[config.mk]
export PLATFORM = sky130hd
export DESIGN_NAME = sub_sink_bfs_flat
export DESIGN_NICKNAME = d
export VERILOG_FILES = /design/src/rtl/sub_sink_bfs_if.sv /design/src/rtl/sub_sink_bfs.sv /design/src/flat_wrapper.sv
export SDC_FILE = /design/constraint.sdc
export NUM_CORES = 1
export LEC_CHECK = 0
export CORE_MARGIN = 4
export CORE_UTILIZATION = 56
export CTS_CLUSTER_SIZE = 30
export DETAILED_ROUTE_END_ITERATION = 8
export GPL_TIMING_DRIVEN = 0
export PLACE_DENSITY = 0.78
export SKIP_LAST_GASP = 1
export SLEW_MARGIN = 20
export SYNTH_ARGS = -nofsm -noshare
export SYNTH_HDL_FRONTEND = slang
export SYNTH_SLANG_ARGS = --single-unit
[constraint.sdc]
create_clock -name clk -period 4.4 [get_ports clk]
set_input_delay 0.66 -clock clk [delete_from_list [all_inputs] [get_ports clk]]
set_output_delay 0.66 -clock clk [all_outputs]
set_load 0.05 [all_outputs]
[src/rtl/sub_sink_bfs_if.sv]
// Bundle of the search request, board read port and result signals.
// Latency: none, pure wiring.
// Backpressure: board reads are held by the searcher until mem_data_out_valid.
interface sub_sink_bfs_if #(
    parameter int GRID_BITS = 3
);
    logic                 bfs_start;
    logic [GRID_BITS-1:0] start_x;
    logic [GRID_BITS-1:0] start_y;
    logic [GRID_BITS-1:0] mem_x;
    logic [GRID_BITS-1:0] mem_y;
    logic                 mem_rd;
    logic [1:0]           mem_data_out;
    logic                 mem_data_out_valid;
    logic                 bfs_sink;
    logic                 bfs_done;
    logic                 busy;

    // Searcher side.
    modport slave (
        input  bfs_start, start_x, start_y, mem_data_out, mem_data_out_valid,
        output mem_x, mem_y, mem_rd, bfs_sink, bfs_done, busy
    );

    // Requester / board side.
    modport master (
        output bfs_start, start_x, start_y, mem_data_out, mem_data_out_valid,
        input  mem_x, mem_y, mem_rd, bfs_sink, bfs_done, busy
    );
endinterface

[src/rtl/sub_sink_bfs.sv]
// Breadth-first flood over hit ship cells from a just-hit cell; reports whether the whole sub is sunk.
// Latency: one cycle per neighbour probe plus board read wait; bfs_done pulses one cycle in FINISH.
// Backpressure: a board read is held (mem_rd, mem_x, mem_y stable) until mem_data_out_valid; bfs_start only taken in IDLE.
module sub_sink_bfs #(
    parameter int GRID_BITS = 3
) (
    input  logic           clk,
    input  logic           rst,
    sub_sink_bfs_if.slave  bus
);
    localparam int AW    = 2 * GRID_BITS;
    localparam int CW    = AW + 1;
    localparam int CELLS = 1 << AW;
    localparam logic [GRID_BITS-1:0] GMAX = '1;

    typedef enum logic [2:0] {
        IDLE,
        POP,
        NEXT_NBR,
        READ,
        FINISH
    } state_t;

    state_t               state_q, state_d;
    logic [CELLS-1:0]     visited_q, visited_d;
    logic [AW-1:0]        rd_ptr_q, rd_ptr_d;
    logic [AW-1:0]        wr_ptr_q, wr_ptr_d;
    logic [CW-1:0]        cnt_q, cnt_d;
    logic [GRID_BITS-1:0] cur_x_q, cur_x_d;
    logic [GRID_BITS-1:0] cur_y_q, cur_y_d;
    logic [GRID_BITS-1:0] nbr_x_q, nbr_x_d;
    logic [GRID_BITS-1:0] nbr_y_q, nbr_y_d;
    logic [2:0]           nbr_idx_q, nbr_idx_d;
    logic                 sink_q, sink_d;

    // Queue storage: every cell is enqueued at most once per search, so CELLS entries never overflow.
    logic [AW-1:0]        fifo_mem [CELLS];
    logic                 push_vld;
    logic [AW-1:0]        push_ptr;
    logic [AW-1:0]        push_dat;

    logic [GRID_BITS-1:0] cand_x;
    logic [GRID_BITS-1:0] cand_y;
    logic                 cand_ok;
    logic                 cand_free;

    // Candidate neighbour for the current index: up, down, left, right; edges never wrap.
    always_comb begin
        cand_x  = cur_x_q;
        cand_y  = cur_y_q;
        cand_ok = 1'b0;
        case (nbr_idx_q)
            3'd0: begin
                cand_y  = cur_y_q - GRID_BITS'(1);
                cand_ok = (cur_y_q != '0);
            end
            3'd1: begin
                cand_y  = cur_y_q + GRID_BITS'(1);
                cand_ok = (cur_y_q != GMAX);
            end
            3'd2: begin
                cand_x  = cur_x_q - GRID_BITS'(1);
                cand_ok = (cur_x_q != '0);
            end
            3'd3: begin
                cand_x  = cur_x_q + GRID_BITS'(1);
                cand_ok = (cur_x_q != GMAX);
            end
            default: cand_ok = 1'b0;
        endcase
        cand_free = cand_ok && !visited_q[{cand_y, cand_x}];
    end

    // Next-state and datapath update for the search walk.
    always_comb begin
        state_d   = state_q;
        visited_d = visited_q;
        rd_ptr_d  = rd_ptr_q;
        wr_ptr_d  = wr_ptr_q;
        cnt_d     = cnt_q;
        cur_x_d   = cur_x_q;
        cur_y_d   = cur_y_q;
        nbr_x_d   = nbr_x_q;
        nbr_y_d   = nbr_y_q;
        nbr_idx_d = nbr_idx_q;
        sink_d    = sink_q;
        push_vld  = 1'b0;
        push_ptr  = wr_ptr_q;
        push_dat  = {nbr_y_q, nbr_x_q};

        case (state_q)
            IDLE: begin
                if (bus.bfs_start) begin
                    // Start cell is taken as hit without reading it; map and queue restart empty.
                    visited_d                            = '0;
                    visited_d[{bus.start_y, bus.start_x}] = 1'b1;
                    push_vld  = 1'b1;
                    push_ptr  = '0;
                    push_dat  = {bus.start_y, bus.start_x};
                    rd_ptr_d  = '0;
                    wr_ptr_d  = AW'(1);
                    cnt_d     = CW'(1);
                    sink_d    = 1'b0;
                    state_d   = POP;
                end
            end
            POP: begin
                if (cnt_q == '0) begin
                    sink_d  = 1'b1;
                    state_d = FINISH;
                end else begin
                    {cur_y_d, cur_x_d} = fifo_mem[rd_ptr_q];
                    rd_ptr_d  = rd_ptr_q + AW'(1);
                    cnt_d     = cnt_q - CW'(1);
                    nbr_idx_d = 3'd0;
                    state_d   = NEXT_NBR;
                end
            end
            NEXT_NBR: begin
                if (nbr_idx_q == 3'd4) begin
                    state_d = POP;
                end else if (cand_free) begin
                    nbr_x_d = cand_x;
                    nbr_y_d = cand_y;
                    state_d = READ;
                end else begin
                    nbr_idx_d = nbr_idx_q + 3'd1;
                end
            end
            READ: begin
                if (bus.mem_data_out_valid) begin
                    if (bus.mem_data_out == 2'b01) begin
                        // An intact ship cell means the sub is still afloat; stop right away.
                        sink_d  = 1'b0;
                        state_d = FINISH;
                    end else begin
                        visited_d[{nbr_y_q, nbr_x_q}] = 1'b1;
                        if (bus.mem_data_out == 2'b10) begin
                            push_vld = 1'b1;
                            wr_ptr_d = wr_ptr_q + AW'(1);
                            cnt_d    = cnt_q + CW'(1);
                        end
                        nbr_idx_d = nbr_idx_q + 3'd1;
                        state_d   = NEXT_NBR;
                    end
                end
            end
            FINISH:  state_d = IDLE;
            default: state_d = IDLE;
        endcase
    end

    // State register with synchronous reset.
    always_ff @(posedge clk) begin
        if (rst) begin
            state_q   <= IDLE;
            visited_q <= '0;
            rd_ptr_q  <= '0;
            wr_ptr_q  <= '0;
            cnt_q     <= '0;
            cur_x_q   <= '0;
            cur_y_q   <= '0;
            nbr_x_q   <= '0;
            nbr_y_q   <= '0;
            nbr_idx_q <= '0;
            sink_q    <= 1'b0;
        end else begin
            state_q   <= state_d;
            visited_q <= visited_d;
            rd_ptr_q  <= rd_ptr_d;
            wr_ptr_q  <= wr_ptr_d;
            cnt_q     <= cnt_d;
            cur_x_q   <= cur_x_d;
            cur_y_q   <= cur_y_d;
            nbr_x_q   <= nbr_x_d;
            nbr_y_q   <= nbr_y_d;
            nbr_idx_q <= nbr_idx_d;
            sink_q    <= sink_d;
        end
    end

    // Queue write port; contents need no reset because the count gates every read.
    always_ff @(posedge clk) begin
        if (!rst && push_vld) begin
            fifo_mem[push_ptr] <= push_dat;
        end
    end

    // Outputs decoded from state; the address is forced to zero outside READ.
    always_comb begin
        bus.mem_rd   = (state_q == READ);
        bus.mem_x    = (state_q == READ) ? nbr_x_q : '0;
        bus.mem_y    = (state_q == READ) ? nbr_y_q : '0;
        bus.busy     = (state_q == POP) || (state_q == NEXT_NBR) || (state_q == READ);
        bus.bfs_done = (state_q == FINISH);
        bus.bfs_sink = sink_q;
    end
endmodule

[src/flat_wrapper.sv]
// flat-port wrapper written by rule: the top's interface ports become plain ports
module sub_sink_bfs_flat 
#(
    parameter int GRID_BITS = 3
)
  (clk, rst, bus_bfs_start, bus_start_x, bus_start_y, bus_mem_data_out, bus_mem_data_out_valid, bus_mem_x, bus_mem_y, bus_mem_rd, bus_bfs_sink, bus_bfs_done, bus_busy);
  sub_sink_bfs_if #(.GRID_BITS(GRID_BITS)) bus_i ();
  input  logic clk;
  input  logic rst;
  input wire logic [$bits(bus_i.bfs_start)-1:0] bus_bfs_start;
  input wire logic [$bits(bus_i.start_x)-1:0] bus_start_x;
  input wire logic [$bits(bus_i.start_y)-1:0] bus_start_y;
  input wire logic [$bits(bus_i.mem_data_out)-1:0] bus_mem_data_out;
  input wire logic [$bits(bus_i.mem_data_out_valid)-1:0] bus_mem_data_out_valid;
  output wire logic [$bits(bus_i.mem_x)-1:0] bus_mem_x;
  output wire logic [$bits(bus_i.mem_y)-1:0] bus_mem_y;
  output wire logic [$bits(bus_i.mem_rd)-1:0] bus_mem_rd;
  output wire logic [$bits(bus_i.bfs_sink)-1:0] bus_bfs_sink;
  output wire logic [$bits(bus_i.bfs_done)-1:0] bus_bfs_done;
  output wire logic [$bits(bus_i.busy)-1:0] bus_busy;
  assign bus_i.bfs_start = bus_bfs_start;
  assign bus_i.start_x = bus_start_x;
  assign bus_i.start_y = bus_start_y;
  assign bus_i.mem_data_out = bus_mem_data_out;
  assign bus_i.mem_data_out_valid = bus_mem_data_out_valid;
  assign bus_mem_x = bus_i.mem_x;
  assign bus_mem_y = bus_i.mem_y;
  assign bus_mem_rd = bus_i.mem_rd;
  assign bus_bfs_sink = bus_i.bfs_sink;
  assign bus_bfs_done = bus_i.bfs_done;
  assign bus_busy = bus_i.busy;
  sub_sink_bfs #(.GRID_BITS(GRID_BITS)) u_core (.clk(clk), .rst(rst), .bus(bus_i));
endmodule
==> results_dict.tcl <==
set metrics [dict create \
    fin_crit_ns 4.15 \
    dr.pass1.iters 6 \
    synth_top_family_by_area "multiplexers" \
    vias 13900 \
    drc 0 \
    avgRoutedWirePerCell_um 26.9 \
    placed_area_um2 22200 \
    cts_sinks 486 \
    muxShareOfSynthArea 0.155 \
    final_area_um2 23900 \
    setup_tns_ns 0 \
    finalSetupViolations 0 \
    avgSynthCellArea_um2 14.3 \
    synthArstFlopShare 0 \
    syn-instance-count 1483 \
    total_power_mw 14.6 \
    synth.cell_area_um2 21200 \
    slew_violations 0 \
    synth_cell_types 63 \
    synth_edf_count 384 \
    place_hpwl_mm 35.9 \
    cts_tree "done" \
    port_buffers 15 \
    yosys.area_share.xor_xnor 0.00743 \
    leakage_nw 7.49 \
    tightest_slew_ns 1.11 \
    cts_made_buffers 48 \
    synth-adder-area-share 0.0105 \
    ioPinCount 22 \
    layout_common_cells "384 x edfxtp_1, 159 x a21oi_1, 134 x mux4_2, 122 x nor2_1, 102 x dfxtp_1" \
    rsz0062_at_grt "no" \
    crit_path_cell_trace "clkbuf_1, inv_1, fa_2, buf_4, mux2i_1, mux4_2, mux2_2, a211o_1, a32o_1, o31a_1, buf_6, a21oi_4, mux2i_1" \
    crit_path_end_kind "flip-flop" \
    period_share 0.944 \
    cts_hold_buf 0 \
    timing.critical_path.mode_cell "mux2i_1" \
    drt-total-wl_mm 56.6 \
    dr.first_iter.drc_count 1637 \
    fillers 2676 \
    status "finished clean" \
    worstPathRequired_ns 4.91 \
    final_common_cell "edfxtp_1" \
    synth-seq-cells 486 \
    die_w_um 203 \
    clockBufferDepth 3 \
    hp-class "reg2reg" \
    cts-root-buf "clkbuf_16" \
    die_h_um 203 \
    first_global_vias 13800 \
    start_kind "flip-flop" \
    power_density_nw_per_um2 611 \
    relSlewSlack 0.258 \
    rows 71 \
    fin_skew_ns 0.0327 \
    clock_latency_ns 0.61 \
    critical_path_class "reg2reg" \
    antenna_left 0 \
    ctsHtreeMaxLevel 2 \
    cpMaxStageDelayCell "fa_2" \
    place.gp.congestion 0.950 \
    grt_max_degree 65 \
    track_usage 0.278 \
    clk_pin_slew_worst_paths_ns 0.06 \
    syn-num-nets 1511 \
    crit_path_max_fanout 10 \
    fmax_mhz 241 \
    max_stage_delay_ns 0.69 \
    peakVddDrop_v 0.000469 \
    antenna_found_initial 0 \
    fin_worst_hold_slack_ns 0.489 \
    syn2layout_area_growth_pct 12.4 \
    worst_ep_arrival_time_ns 4.66 \
    maxCapViolCount 0 \
    core_area_um2 37500 \
    reg2reg_slack_ns 0.25 \
    dieArea_um2 41100 \
    ys.flop_type "edfxtp_1" \
    diodes 0 \
    seq_area_frac_synth 0.640 \
    viasPerCell 6.58 \
    yosys.area_share.simple 0.0851 \
    layout-drive-gt1-share 0.165 \
    initial_core_util 0.566 \
    grt.overflow.total 0 \
    grt_pass1_wl_mm 86.4 \
    yosysWarningCount 0 \
    synth_compound_area_frac 0.0798 \
    layout.nets 1587 \
    hold_viol_final 0 \
    fin_util 0.637 \
]
## path summary, 6_finish.rpt
kind / start / to / cells past startpoint
worst max-delay path: u_core.cur_x_q[1] / u_core.nbr_idx_q[1] / 13
worst max register to register: u_core.cur_x_q[1] / u_core.nbr_idx_q[1] / 13
worst min register to register: u_core.cnt_q[6] / u_core.cnt_q[6] / 2
worst min-delay path: u_core.cnt_q[6] / u_core.cnt_q[6] / 2
## stage by stage
stage               worst slack (ns)  instances
finish                         0.245       2106
CTS                           0.0814       2103
detailed placement            -0.194       2018
global route                  0.0671       2106
global placement              -0.141       2009
floorplan                      0.723       1483
## report_power, final
part	switching, mW	internal [mW]	leakage, nW
clock	1.77	2.39	0.769
sequential	0.301	5.62	4.36
combinational	2.74	1.77	2.36
total	4.81	9.78	7.49
## logic make-up (layout without fill, tap and decap cells)
kind of cell               Yosys count  count (layout)
and+or+nand+nor                    376             376
muxes                              160             160
buffers and inverters              123             235
xor gates and xnor gates            18              18
DFF                                486             486
adders and majority gates           16              16
AOI/OAI and AO/OA                  304             304
## cell usage after synthesis, types with 16 or more instances
cell type  instances  share of area
a21oi_1          159          0.037
buf_1             22         0.0039
clkbuf_1          77          0.014
dfxtp_1          102          0.096
edfxtp_1         384           0.54
mux2i_1           21         0.0099
mux4_2           134           0.14
nand2_1           63          0.011
nand3_1           16         0.0038
nor2_1           122          0.022
nor3_1            90          0.021
o21ai_0           82          0.019
## critical path, delay by kind of cell, from the launching register on
family / cells / cell delay [ns]
flip-flops: 1 / 0.32
buffers and inverters: 4 / 1.04
AO/OA/AOI/OAI: 4 / 1.03
multiplexers: 4 / 0.99
adder cells (fa/ha/maj): 1 / 0.69
## metal layers
layer  GRT usage  vias to the layer above  wire (µm)
met3      0.0502                      182       5540
met2       0.454                      853      27500
met4       0.120                        0       2660
li1            -                     5937          -
met5           0                        -          0
met1       0.373                     6893      20900
## repair_timing
action                     CTS  global route
setup endpoints to repair   11            75
pin swaps                    0             1
gates resized for setup      5             8
setup buffers                0             3
## final cells by class
type                       count  area [µm²]  share of cell area
sequential                   486       13600               0.569
multi-input combinational    874        7270               0.305
clock buffer                  63        1300              0.0544
tap                          511         639              0.0268
buffer                       107         438              0.0184
timing repair buffer          27         298              0.0125
clock inverter                23         287              0.0120
inverter                      15        56.3             0.00236
## registers in the layout (all words and copies together), names as in the netlist, 6 cells and up
name and cells:
u_core.visited_q 64, u_core.cnt_q 7, u_core.wr_ptr_q 6, u_core.fifo_mem 384, u_core.rd_ptr_q 6
Power figures use the tool's default switching activity.
==> RTL change 1, RTL diff (same flow settings) <==
Make the reset (`rst`) asynchronous in one clocked block. Comments in the files are not updated.
--- a/src/rtl/sub_sink_bfs.sv
+++ b/src/rtl/sub_sink_bfs.sv
@@ -153,3 +153,3 @@
     // State register with synchronous reset.
-    always_ff @(posedge clk) begin
+    always_ff @(posedge clk or posedge rst) begin
         if (rst) begin
Function: differs if rst is asserted again (counterexample within 4 cycles, from zero or initial values and one cycle with rst high); with rst held inactive, the same outputs for 4 cycles.
==> RTL change 1 against the original RTL <==
- total power increased by 26%
- routed wire length rose by 7.5%
- via count is 4.8% higher
- first-iteration DRC count rose by 38%
- die area rose by 2.3%
- sequential power up 11%
- area after synthesis grew 2.4%
- critical path depth up 1
- setup slack worse by 140 ps
- sequential cell count stayed put
- final area grew 2.7%
- critical path type unchanged
==> RTL change 1: results (changes against the original RTL) <==
status complete, no violations (unchanged); CP max stage cell fa_1 (was fa_2); Hold WS 515 ps (was 489 ps); WL per Instance 28.8 µm (was 26.9 µm); layout cells sized above 1 17.0% (was 16.5%); Metal-1 WL 21700 µm (was 20900 µm); vias per cell 6.88 (was 6.58); Hold Path Sink u_core.cnt_q[2]$_DFFE_PP0P_ (was u_core.cnt_q[6]$_SDFFE_PP0P_); routed wl met3 7870 µm (was 5540 µm); first-pass GRT wire length 90700 µm (was 86400 µm); Clk Latency, worst-skew pair 590 ps (was 610 ps); number of global-route vias before repair 14100 (was 13800); Arr. time, crit path 4770 ps (was 4660 ps); Reg2Reg Depth 14 (was 13); synth unique cells 72 (was 63); peak supply drop 376 µV (was 469 µV); register area share after synthesis 64.8% (was 64.0%); Highest Signal Layer met5 (was met4); reg-to-reg endpoint u_core.nbr_y_q[2]$_DFFE_PP0P_ (was u_core.nbr_idx_q[1]$_SDFFE_PP0P_); placement-stage cell area 0.0229 mm² (was 0.0222 mm²); Setup Skew 18.9 ps (was 32.7 ps); Reg2Reg Setup Slack 100 ps (was 250 ps); RR Startpoint u_core.cur_x_q[0]$_DFFE_PP0P_ (was u_core.cur_x_q[1]$_SDFFE_PP0P_); RD Place Congestion 0.994 (was 0.950); number of DRC markers in iteration 0 2256 (was 1637); GRT Total Usage 29.2% (was 27.8%); GR Util met2 45.0% (was 45.4%); commonest cells in the netlist 384 x edfxtp_1, 153 x a21oi_1, 131 x mux4_2 (was 384 x edfxtp_1, 159 x a21oi_1, 134 x mux4_2); relative slew slack 26.3% (was 25.8%); met2 routed WL 28000 µm (was 27500 µm); top post-synthesis cells by area edfxtp_1 53%, mux4_2 14%, dfrtp_1 12% (was edfxtp_1 54%, mux4_2 14%, dfxtp_1 9.6%); drt first pass iters 9 (was 6); Post-DP HPWL 38500 µm (was 35900 µm); final net count 1590 (was 1587); met3 usage 9.31% (was 5.02%)
==> RTL change 1: cell types whose count changed after synthesis, moves of 7 or more <==
cell,before,now
o221ai_1,7,14
mux2i_1,21,14
o21ai_0,82,104
dfxtp_1,102,0
nor2b_1,15,7
nor3_1,90,15
nor2_1,122,98
dfrtp_1,0,102
nand2_1,63,121
==> RTL change 1: repair_timing <==
item	CTS	global route
setup endpoints to repair	11	11
resized for setup	10	8
buffers inserted	0	2
hold endpoints to repair	0	0
==> RTL change 1: worst max-delay path, delay by kind of cell (launching register included) <==
kind                     cells  cell delay, ps
buffers and inverters        5            1100
AND/OR/NAND/NOR              1             170
AO/OA/AOI/OAI                5            1270
adder cells (fa/ha/maj)      1             520
multiplexers                 2             580
flip-flops                   1             500
==> RTL change 1: kinds of logic after synthesis <==
| kind of cell | share of synthesized area, % |
|---|---|
| DFF | 64.8 |
| xor gates and xnor gates | 0.599 |
| and+or+nand+nor | 7.14 |
| adders and majority gates | 1.02 |
| muxes | 14.6 |
| AOI/OAI and AO/OA | 9.24 |
| buffers and inverters | 2.62 |
==> RTL change 1: through the flow <==
step                setup WS [ps]  total power, mW  cells
floorplan                    -551             11.3   1483
CTS                         -2.39             18.1   2109
global placement            -4670             13.5   2009
finish                        101             18.4   2112
global route                 24.1             19.1   2111
detailed placement           -535             13.9   2021
==> RTL change 1: power breakdown <==
part           leakage (nW)  internal, mW  switching [mW]
clock network         0.748          2.33            1.76
logic                  2.56          2.89            4.87
registers              4.74          6.17           0.413
==> RTL change 1: cell type report <==
class                           count  area (µm²)
Sequential cell                   486       14100
Fill cell                        2657       13500
Multi-Input combinational cell    862        7220
Clock buffer                       66        1310
Tap cell                          511         639
Buffer                            113         504
Timing Repair Buffer               29         423
Clock inverter                     22         234
Inverter                           22        91.3
Antenna cell                        1        2.50
==> RTL change 2, RTL diff (same flow settings) <==
Without the edit above. `GRID_BITS` is set to 3 in 3 places; all go to 2.
--- a/src/rtl/sub_sink_bfs_if.sv
+++ b/src/rtl/sub_sink_bfs_if.sv
@@ -4,3 +4,3 @@
 interface sub_sink_bfs_if #(
-    parameter int GRID_BITS = 3
+    parameter int GRID_BITS = 2
 );
--- a/src/rtl/sub_sink_bfs.sv
+++ b/src/rtl/sub_sink_bfs.sv
@@ -4,3 +4,3 @@
 module sub_sink_bfs #(
-    parameter int GRID_BITS = 3
+    parameter int GRID_BITS = 2
 ) (
--- a/src/flat_wrapper.sv
+++ b/src/flat_wrapper.sv
@@ -3,3 +3,3 @@
 #(
-    parameter int GRID_BITS = 3
+    parameter int GRID_BITS = 2
 )
Interface: changed (resized bus_mem_x, bus_mem_y, bus_start_x and bus_start_y); port bits go from 22 to 18. No check against the original RTL was run, so the function may have changed too.
==> RTL change 2 against the original RTL <==
- via count shrank 71%
- die area down 72%
- sequential cell count shrank 378
- combinational power is 92% lower
- total power is 85% lower
- routed wire length down 79%
- first-iteration DRC count decreased by 79%
- area after synthesis fell by 74%
- final area down 75%
- setup slack improved by 540 ps
- critical path type is now reg -> out
- highest routed layer unchanged
==> RTL change 2: results (changes against the original RTL) <==
status complete, no violations (unchanged); Reg2Reg Setup Slack 1080 ps (was 250 ps); number of I/O port buffers 16 (was 15); Total Wirelength 12000 µm (was 56600 µm); Arr. time, crit path 2950 ps (was 4660 ps); Reg2Reg Depth 11 (was 13); largest net degree at the start of global routing 23 (was 65); Slew @ Worst Pin 1120 ps (was 1110 ps); GRT Total Usage 22.2% (was 27.8%); Setup Skew 12.3 ps (was 32.7 ps); number of DRC markers in iteration 0 341 (was 1637); Clk Latency, worst-skew pair 380 ps (was 610 ps); root buf cell clkbuf_8 (was clkbuf_16); final net count 552 (was 1587); RD Place Congestion 0.908 (was 0.950); first-pass GRT wire length 19700 µm (was 86400 µm); layout cells sized above 1 10.8% (was 16.5%); peak supply drop 286 µV (was 469 µV); number of global-route vias before repair 3864 (was 13800); Largest regs u_core.fifo_mem: 64 flops, u_core.visited_q: 16 flops, u_core.cnt_q: 5 flops (was u_core.fifo_mem: 384 flops, u_core.visited_q: 64 flops, u_core.cnt_q: 7 flops); Core Util, Final 64.0% (was 63.7%); Hold Path Sink u_core.cnt_q[3]$_SDFFE_PP0P_ (was u_core.cnt_q[6]$_SDFFE_PP0P_); switching portion of total power 30.0% (was 33.0%); Max Root-Sink Buffers 2 (was 3); number of flops mapped to enable cells by yosys 64 (was 384); vias per cell 6.03 (was 6.58); synth unique cells 56 (was 63); top post-synthesis cells by area edfxtp_1 35%, dfxtp_1 16%, mux4_2 8.3% (was edfxtp_1 54%, mux4_2 14%, dfxtp_1 9.6%); register area share after synthesis 51.4% (was 64.0%); Post-Syn Nets 524 (was 1511); reg-to-reg endpoint u_core.cnt_q[4]$_SDFFE_PP0P_ (was u_core.nbr_idx_q[1]$_SDFFE_PP0P_); fill count 759 (was 2676); RR Startpoint u_core.state_q[0]$_SDFFE_PP0P_ (was u_core.cur_x_q[1]$_SDFFE_PP0P_); Num CTS Buffers 9 (was 48); HP Start u_core.cnt_q[3]$_SDFFE_PP0P_ (was u_core.cnt_q[6]$_SDFFE_PP0P_); Lkg Pwr 2.00 nW (was 7.49 nW); CTS H-Tree Depth 3 (was 2); commonest cells in the netlist 78 x nor2_1, 64 x edfxtp_1, 44 x dfxtp_1 (was 384 x edfxtp_1, 159 x a21oi_1, 134 x mux4_2)
==> RTL change 2: cells by family (layout without fill, tap and decap cells) <==
group	Yosys count	after routing	share of synthesized area, %
flops	108	108	51.4
buf+inv	40	73	3.39
fa+ha+maj	11	11	2.66
xor+xnor	10	10	1.61
compound gates	95	95	10.7
mux	45	45	12.8
simple gates	194	194	17.5
==> RTL change 2: cell type report <==
type	count	area [µm²]	share of cell area, %
inverters	9	33.8	0.564
multi-input cells	355	2470	41.2
clock buffers	9	124	2.07
repair buffers	17	168	2.80
plain buffers	31	151	2.53
well taps	129	161	2.69
flip-flops and latches	108	2800	46.8
clock inverters	7	83.8	1.40
==> RTL change 2: per-layer routing <==
metal	global-route usage, %	vias up	part of all wire, %
met5	0	-	0
met4	8.40	0	2.1
met3	3.31	18	5.2
met2	36.0	160	49
met1	30.3	1928	44
li1	-	1903	-
==> RTL change 2: per-stage QoR <==
| stage | std cells | instance area [µm²] | hold slack, ps | setup slack [ps] |
|---|---|---|---|---|
| floorplan | 503 | 5460 | 443 | 1550 |
| global placement | 648 | 5780 | 459 | 827 |
| detailed placement | 649 | 5790 | 473 | 870 |
| CTS | 665 | 5990 | 489 | 787 |
| global route | 665 | 5990 | 510 | 596 |
| finish | 665 | 5990 | 490 | 787 |
==> RTL change 2: worst max path at each step <==
stage | from | to | slack, ps | cells past startpoint
6_report | u_core.state_q[0]$_SDFFE_PP0P_ | bus_mem_x[1] | 790 | 8
2_1_floorplan | u_core.state_q[0]$_SDFFE_PP0P_ | u_core.cnt_q[4]$_SDFFE_PP0P_ | 1550 | 11
3_3_place_gp | bus_bfs_start | u_core.fifo_mem[2][1]$_DFFE_PP_ | 830 | 5
5_1_grt | u_core.state_q[0]$_SDFFE_PP0P_ | bus_mem_y[0] | 600 | 8
3_5_place_dp | bus_bfs_start | u_core.fifo_mem[2][3]$_DFFE_PP_ | 870 | 5
4_1_cts | u_core.state_q[0]$_SDFFE_PP0P_ | bus_mem_y[0] | 790 | 8
==> RTL change 2: critical path, stage by stage (launching register included) <==
cell and delay, ps:
dfxtp_1 320, buf_2 200, inv_1 100, nor2_2 230
nand2_1 200, inv_1 150, clkbuf_1 390, and2_1 190
clkdlybuf4s50_1 790
==> RTL change 2: power groups by stage <==
| stage | registers [mW] | logic [mW] | clock network (mW) |
|---|---|---|---|
| floorplan | 1.15 | 0.264 | 0 |
| global placement | 1.16 | 0.343 | 0 |
| detailed placement | 1.16 | 0.354 | 0 |
| CTS | 1.13 | 0.356 | 0.627 |
| global route | 1.14 | 0.393 | 0.682 |
| finish | 1.13 | 0.358 | 0.624 |
